$ cat src/rtl/core_run_controller_pkg.sv
// Shared command and state encodings for the run controller, its bench and the core wrapper.
package core_run_controller_pkg;

  typedef enum logic [2:0] {
    CMD_NOP   = 3'd0,
    CMD_LOAD  = 3'd1,
    CMD_RUN   = 3'd2,
    CMD_HALT  = 3'd3,
    CMD_STEP  = 3'd4,
    CMD_CLEAR = 3'd5,
    CMD_SETBP = 3'd6,
    CMD_CLRBP = 3'd7
  } cmd_op_t;

  typedef enum logic [2:0] {
    ST_HOLD   = 3'd0,
    ST_RUN    = 3'd1,
    ST_HALTED = 3'd2,
    ST_STEP   = 3'd3
  } state_t;

endpackage

$ cat src/rtl/core_run_controller_retire_counter.sv
// Retired-instruction counter: sync clear beats enable, wraps silently.
module retire_counter #(
  parameter int XLEN = 32
) (
  input  logic            clk,
  input  logic            rst,
  input  logic            en,
  input  logic            clr,
  output logic [XLEN-1:0] count
);

  // Count one per enabled edge; clear wins over a same-cycle increment.
  always_ff @(posedge clk or posedge rst) begin
    if (rst)      count <= '0;
    else if (clr) count <= '0;
    else if (en)  count <= count + XLEN'(1);
  end

endmodule

$ cat src/rtl/core_run_controller.sv
// Host-facing sequencer for the single-cycle core: reset hold, program load,
// run / halt / single-step and a single PC breakpoint.
module core_run_controller
  import core_run_controller_pkg::*;
#(
  parameter int IMEM_AW = 6,
  parameter int XLEN    = 32
) (
  input  logic               clk,
  input  logic               reset,
  input  logic               cmd_valid,
  output logic               cmd_ready,
  input  logic [2:0]         cmd_op,
  input  logic [IMEM_AW-1:0] cmd_addr,
  input  logic [XLEN-1:0]    cmd_data,
  input  logic [XLEN-1:0]    core_pc,
  output logic               core_reset,
  output logic               core_en,
  output logic               imem_we,
  output logic [IMEM_AW-1:0] imem_addr,
  output logic [XLEN-1:0]    imem_wdata,
  output logic [2:0]         state_o,
  output logic [XLEN-1:0]    retired,
  output logic               err
);

  state_t         state, state_nx;
  cmd_op_t        op;
  logic           accept, hit, illegal, load_ok, clear;
  logic           skip, bp_en;
  logic [XLEN-1:0] bp_addr;

  assign op         = cmd_op_t'(cmd_op);
  assign cmd_ready  = (state != ST_STEP);
  assign accept     = cmd_valid & cmd_ready;
  // skip masks the breakpoint for the first cycle after resuming from it
  assign hit        = bp_en & (core_pc == bp_addr) & ~skip & (state == ST_RUN);
  assign core_en    = ((state == ST_RUN) & ~hit) | (state == ST_STEP);
  assign core_reset = (state == ST_HOLD);
  assign state_o    = state;
  assign clear      = accept & (op == CMD_CLEAR);

  // Next state plus command legality; autonomous moves first, accepted command overrides.
  always_comb begin
    state_nx = state;
    illegal  = 1'b0;
    load_ok  = 1'b0;
    case (state)
      ST_STEP: state_nx = ST_HALTED;
      ST_RUN:  if (hit) state_nx = ST_HALTED;
      default: ;
    endcase
    if (accept) begin
      case (op)
        CMD_LOAD:  if (state == ST_RUN) illegal = 1'b1;
                   else load_ok = 1'b1;
        CMD_RUN:   if (state == ST_HOLD || state == ST_HALTED) state_nx = ST_RUN;
        CMD_HALT:  if (state == ST_RUN) state_nx = ST_HALTED;
                   else illegal = 1'b1;
        CMD_STEP:  if (state == ST_RUN) illegal = 1'b1;
                   else state_nx = ST_STEP;
        CMD_CLEAR: state_nx = ST_HOLD;
        default:   ;
      endcase
    end
  end

  // State register.
  always_ff @(posedge clk or posedge reset) begin
    if (reset) state <= ST_HOLD;
    else       state <= state_nx;
  end

  // LOAD register stage: one write strobe per accepted legal LOAD, the cycle after.
  always_ff @(posedge clk or posedge reset) begin
    if (reset) begin
      imem_we    <= 1'b0;
      imem_addr  <= '0;
      imem_wdata <= '0;
    end else begin
      imem_we <= load_ok;
      if (load_ok) begin
        imem_addr  <= cmd_addr;
        imem_wdata <= cmd_data;
      end
    end
  end

  // Breakpoint register and resume-skip flag.
  always_ff @(posedge clk or posedge reset) begin
    if (reset) begin
      bp_en   <= 1'b0;
      bp_addr <= '0;
      skip    <= 1'b0;
    end else begin
      if (accept && op == CMD_SETBP) begin
        bp_en   <= 1'b1;
        bp_addr <= cmd_data;
      end else if (accept && op == CMD_CLRBP) begin
        bp_en <= 1'b0;
      end
      if (accept && op == CMD_RUN && state == ST_HALTED) skip <= 1'b1;
      else if (state == ST_RUN)                          skip <= 1'b0;
    end
  end

  // Sticky error: set by an illegal command, cleared only by CLEAR or reset.
  always_ff @(posedge clk or posedge reset) begin
    if (reset)        err <= 1'b0;
    else if (clear)   err <= 1'b0;
    else if (illegal) err <= 1'b1;
  end

  retire_counter #(.XLEN(XLEN)) u_retire (
    .clk   (clk),
    .rst   (reset),
    .en    (core_en),
    .clr   (clear),
    .count (retired)
  );

endmodule
$ cat config.mk
export PLATFORM = sky130hd
export DESIGN_NAME = core_run_controller
export DESIGN_NICKNAME = d
export VERILOG_FILES = /design/src/rtl/core_run_controller_pkg.sv /design/src/rtl/core_run_controller_retire_counter.sv /design/src/rtl/core_run_controller.sv
export SDC_FILE = /design/constraint.sdc
export NUM_CORES = 1
export LEC_CHECK = 0
export BUFFER_PORTS_ARGS = -buffer_cell sky130_fd_sc_hd__buf_2
export CORE_ASPECT_RATIO = 2
export CORE_UTILIZATION = 28
export DETAILED_ROUTE_END_ITERATION = 7
export PLACE_DENSITY = 0.51
export SYNTH_ARGS = -nofsm -noshare
export SYNTH_HDL_FRONTEND = slang
export SYNTH_HIERARCHICAL = 1
export SYNTH_SLANG_ARGS = --single-unit
$ cat constraint.sdc
create_clock -name clk -period 8.65 [get_ports clk]
set_clock_uncertainty 0.15 [all_clocks]
set_input_delay 0 -clock clk [delete_from_list [all_inputs] [get_ports clk]]
set_output_delay 0 -clock clk [all_outputs]
set_load 0.02 [all_outputs]
Word-level counts from Yosys, hierarchy flattened
Cells that the tools add are included.

cells by class
  muxes and demuxes = 21
  bitwise operators = 9
  eq/ne operators = 12
  reductions and logical operators = 11
  add/subtract/negate cells = 1

operator list
  operator                 count
  $mux W32                 2
  $add A32 B1 Y32 const B  1
  $eq A32 B32 Y1           1
  $mux W3                  5
  $eq A3 B2 Y1 const B     4
  $eq A3 B3 Y1 const B     4
  $pmux W3 S4              1
  $mux W1                  11
  $reduce_bool A2 Y1       4
  $and A1 B1 Y1            6
  $eq A3 B1 Y1 const B     2
  $pmux W3 S2              1
  $logic_and A1 B1 Y1      4
  $logic_not A3 Y1         1
  $ne A3 B2 Y1 const B     1
  $not A1 Y1               2
  $pmux W1 S2              1
  $reduce_or A2 Y1         1
  $logic_or A1 B1 Y1       1
  $or A1 B1 Y1             1

storage, ports and cells
  register bits after elaboration = 109
  logic and storage cells = 63

Longest topological paths before layout
  word-level depth = 9
  gate-level depth with buffers = 12
  mapped depth without buffers = 9

Modules after synthesis
Netlist, hierarchy kept.

by module, submodules not included
  module               area an instance (um^2)  cells each  instances  seq. area each (um^2)
  core_run_controller  3691.0                   349         1          1926.8
  retire_counter       1749.2                   184         1          800.8

Least setup slack after synthesis
No wires, ideal clock.

  path kind = reg-to-reg
  from = register state[2] (netlist: state_o[2])
  to = register u_retire.count[17]
  arrival time = 2.975 ns
  setup time = 0.128 ns
  path slack = 5.397 ns
  cell stages (with the launch flop) = 11
  data required time = 8.372 ns
  cell sequence = dfrtp_1 -> buf_2 -> nand2b_1 -> a21oi_1 -> buf_4 -> o2111ai_2 -> buf_6 -> or4_4 -> buf_6 -> nor4_4 -> mux2_1

between the ends
  cells in the longest elaborated chain, start to end = 6
  elaborated cells on any way between the ends = 11
  classes of those cells = eq/ne: 3; mux: 1; bitwise: 6; reduce/logical: 1

ends and longest elaborated chain
  element                         RTL line                                              RTL
  start, declared                 core_run_controller.sv:27                             state_t state, state_nx;
  start signal, assigned          core_run_controller.sv:71                             else state <= state_nx;
  $eq A3 B1 Y1                    core_run_controller.sv:37, core_run_controller.sv:38
  $and A1 B1 Y1                   core_run_controller.sv:37                             assign hit = bp_en & (core_pc == bp_addr) & ~skip & (state == ST_RUN);
  $not A1 Y1                      core_run_controller.sv:38                             assign core_en = ((state == ST_RUN) & ~hit) | (state == ST_STEP);
  $and A1 B1 Y1                   core_run_controller.sv:38
  $or A1 B1 Y1 *                  core_run_controller.sv:38
  net core_en                     core_run_controller.sv:18                             output logic core_en,
  $reduce_bool A2 Y1 (no line) *  -
  end signal, assigned            core_run_controller_retire_counter.sv:16              else if (en) count <= count + XLEN'(1);
  end, declared                   core_run_controller_retire_counter.sv:9               output logic [XLEN-1:0] count

The timed path passes the listed nets; every way through them passes the cells marked *.
A chain may end at the register's enable or synchronous reset.

Worst setup path in the final report
  from = register state[2] (netlist: state_o[2])
  to = register u_retire.count[30]

between the ends
  elaborated cells on any way between the ends = 11
  classes of those cells = eq/ne: 3; mux: 1; bitwise: 6; reduce/logical: 1

RTL lines
  element                                                RTL line                   RTL
  $ne A3 B2 Y1 *                                         core_run_controller.sv:34  assign cmd_ready = (state != ST_STEP);
  $and A1 B1 Y1 *                                        core_run_controller.sv:35  assign accept = cmd_valid & cmd_ready;
  $and A1 B1 Y1 *                                        core_run_controller.sv:41  assign clear = accept & (op == CMD_CLEAR);
  net clear                                              core_run_controller.sv:29  logic accept, hit, illegal, load_ok, clear;
  $mux W32 / $reduce_bool A2 Y1 (equally long branches)  -

Marked as above.

==> metrics.md <==
| Metric | Value |
|---|---|
| Multi-input gate area | 2505 um^2 |
| Post-Syn Area | 5440 um^2 |
| NumNets Final | 795 |
| Cells after Synth | 533 |
| Met2 Usage GRT | 30.77% |
| DR iter-0 viols | 168 |
| CTS Root Cell | clkbuf_16 |
| Core Area | 18920 um^2 |
| Worst EP required | 8.73 ns |
| Clock Path Buffers | 2 |
| # port buffers | 153 |
| Area leader, netlist | dfrtp_1 |
| GRT busiest layer | met2 |
| Total track usage | 16.29% |
| Initial antenna violation count | 1 |
| Avg WL per Cell | 16.06 um |
| Routed Antenna Nets | 0 |
| Seq/Total Area, Yosys | 50.14% |
| Worst Slack Setup Final | 5.016 ns |
| Final wirelength | 15700 um |
| First-pass GRT wire length | 24850 um |
| Die area | 20030 um^2 |
| Cell Rows | 71 |
| Yosys warns | 6 |
| Syn nets | 610 |
| Slew Limit Fails | 0 |
| CP max FO | 41 |
| Hold slack | 0.09347 ns |
| Status | finished clean |
| H-tree Lvls | 3 |
| Leak | 0.003562 uW |
| # IOs | 154 |
| Power per cell area | 244.7 nW/um^2 |
| Clock-pin transition on the worst setup and hold timing paths | 0.07 ns |
| Top cells by area, synth | dfrtp_1, nand2_1, mux2_4, xor2_1, nor4_1 |
| Max frequency | 0.2752 GHz |
| Area grow syn2layout | 31.67% |
| Final Setup Violations | 0 |
| Final worst path period need | 3.634 ns |
| Placer Congestion | 0.8222 |
| Vias/cell | 4.632 |
| Worst Hold Class | in -> reg |
| Post-DP HPWL | 11620 um |
| # Post-CTS Setup Buffers | 0 |
| Chip Width | 100.6 um |
| Critical path type | reg -> reg |
| Synthesized flop and latch total | 109 |
| TritonCTS clock tree | built |
| GR Util met1 | 17.37% |
| Ys flop type | dfrtp_1 |
| Final Hold Viols | 0 |
| Post-synth EDFFs | 0 |
| Global route total overflow | 0 |
| VDD IR max | 112.7 uV |
| GR Layer Usage met3 | 3.463% |
| Initial Util | 28.75% |
| Clock Sinks | 109 |
| Total Neg Setup Slack | 0 ns |
| Ys async rst share | 100.0% |
| Router iterations before antenna repair | 4 |
| Crit end category | register |
| Post-synth top area share | 50.14% |
| Largest net degree at the start of global routing | 78 |
| Arr. time, crit path | 3.71 ns |
| Syn avg cell area | 10.21 um^2 |
| Place WS | 4.970 ns |
| Period utilisation layout | 42.01% |
| Filler cells | 1890 |
| Layout cell share with drive strength beyond 1 | 30.33% |
| DRC viols | 0 |
| Die Span Y | 199.1 um |
| Total number of vias | 4530 |
| Max Cap Violations | 0 |
| Setup crit start kind | register |
| Vias in the first global route | 4658 |
| Clock Latency Late Sink | 0.34 ns |
| Register area | 2728 um^2 |
| Worst slew margin | 33.06% |
| Worst Tran Pin Value | 1.004 ns |
| CTS Buf Count | 9 |
| RSZ-0062 raised after global routing | no |
| Yosys cell types | 51 |
## flip-flops by register name, summed over array words and instances (netlist names)
name            count
imem_we             1
imem_addr           6
bp_addr            32
u_retire/count     32
imem_wdata         32
skip                1
err                 1
bp_en               1
state_o             3
## stage by stage
step | std cells | instance area [um^2] | total power, uW | util, %
2_1_floorplan | 533 | 5440 | 1095 | -
3_3_place_gp | 918 | 6390 | 1278 | 33.77
3_5_place_dp | 918 | 6390 | 1289 | 33.77
4_1_cts | 977 | 7161 | 1777 | 37.84
5_1_grt | 978 | 7163 | 1860 | 37.86
6_report | 978 | 7163 | 1753 | 37.86
## path summary, 6_finish.rpt
| kind | depth (start not counted) | startpoint | endpoint | slack (ns) |
|---|---|---|---|---|
| min in group asynchronous | 4 | reset | bp_addr[20] | 0.40 |
| max | 9 | state_o[2] | u_retire/count[30] | 5.02 |
| min reg2reg | 2 | imem_wdata[9] | imem_wdata[9] | 0.32 |
| max in group asynchronous | 5 | reset | u_retire/count[5] | 7.29 |
| max reg2reg | 9 | state_o[2] | u_retire/count[30] | 5.02 |
| min | 4 | cmd_op[2] | state_o[0] | 0.09 |
## critical path: stages (launching register included)
cell	delay, ns
dfrtp_1	0.57
nor2b_4	0.11
a21boi_4	0.27
nand2_1	0.15
nor2_2	0.11
buf_4	0.39
o2111ai_2	0.33
or3_1	0.67
nor4_1	0.42
mux2_2	0.37
## metal layers
| metal | wire [um] | part of all wire, % |
|---|---|---|
| met1 | 5915 | 38 |
| met2 | 8616 | 55 |
| met3 | 751 | 4.8 |
| met4 | 420 | 2.7 |
| met5 | 0 | 0 |
## cells in the final DEF, fill, tap and decap left out, types with 8 or more instances in the layout
cell type      netlist  layout
buf_2               12     153
nand2_1            137     137
dfrtp_1            109     109
dlygate4sd3_1        0      44
xor2_1              36      36
mux2_4              29      29
nor2_1              24      23
a21oi_1             19      19
nor4_1              18      18
nand4_1             12      12
nor2b_1             11      11
nor3_1              10      10
o21ai_0             10      10
inv_1               10       9
mux2_2               9       9
clkbuf_16            0       9
or4_1                9       9
xnor2_1              8       8
## cell usage after synthesis (2+ instances only)
master and n:
buf_6 6, dfrtp_1 109, nor4_1 18, and4_1 2
o31ai_1 7, nor2_1 24, buf_4 2, nand3_1 7
mux2_4 29, mux2_2 9, nor3_1 10, xnor2_1 8
or3_1 7, inv_1 10, xor2_1 36, or4_1 9
nor4b_1 2, a21oi_1 19, buf_2 12, o21ai_0 10
clkbuf_1 5, a31oi_1 2, nor2b_1 11, nor3b_1 2
or2_2 2, nand4_1 12, mux2i_1 2, nand2_1 137
buf_1 2
## area by class of cell
cell class | instances | area share, %
timing repair buffer | 201 | 17.26
clock buffer | 11 | 3.249
clock inverter | 4 | 1.362
inverter | 11 | 0.5939
antenna | 1 | 0.03493
sequential | 109 | 38.08
multi-input combinational | 386 | 34.97
tap | 255 | 4.454
## timing repair
item,in CTS,in global routing
endpoints found under the hold margin,185,0
hold buffers,44,0
gates resized for setup,0,0
## where the power goes
part,switching [uW],internal [uW]
registers,100,641
clock network,184,282
logic,315,230
total,599,1150
## kinds of logic (layout without fill, tap and decap cells)
group / after synthesis / in the layout / synth area share [%]
AO/OA/AOI/OAI: 48 / 48 / 5.681
XOR/XNOR: 44 / 44 / 7.084
adder cells (fa/ha/maj): 1 / 1 / 0.2300
buffers and inverters: 38 / 227 / 3.864
flip-flops: 109 / 109 / 50.14
multiplexers: 41 / 41 / 10.44
other: 0 / 1 / 0
AND/OR/NAND/NOR: 252 / 252 / 22.56
(Power assumes the default switching activity.)
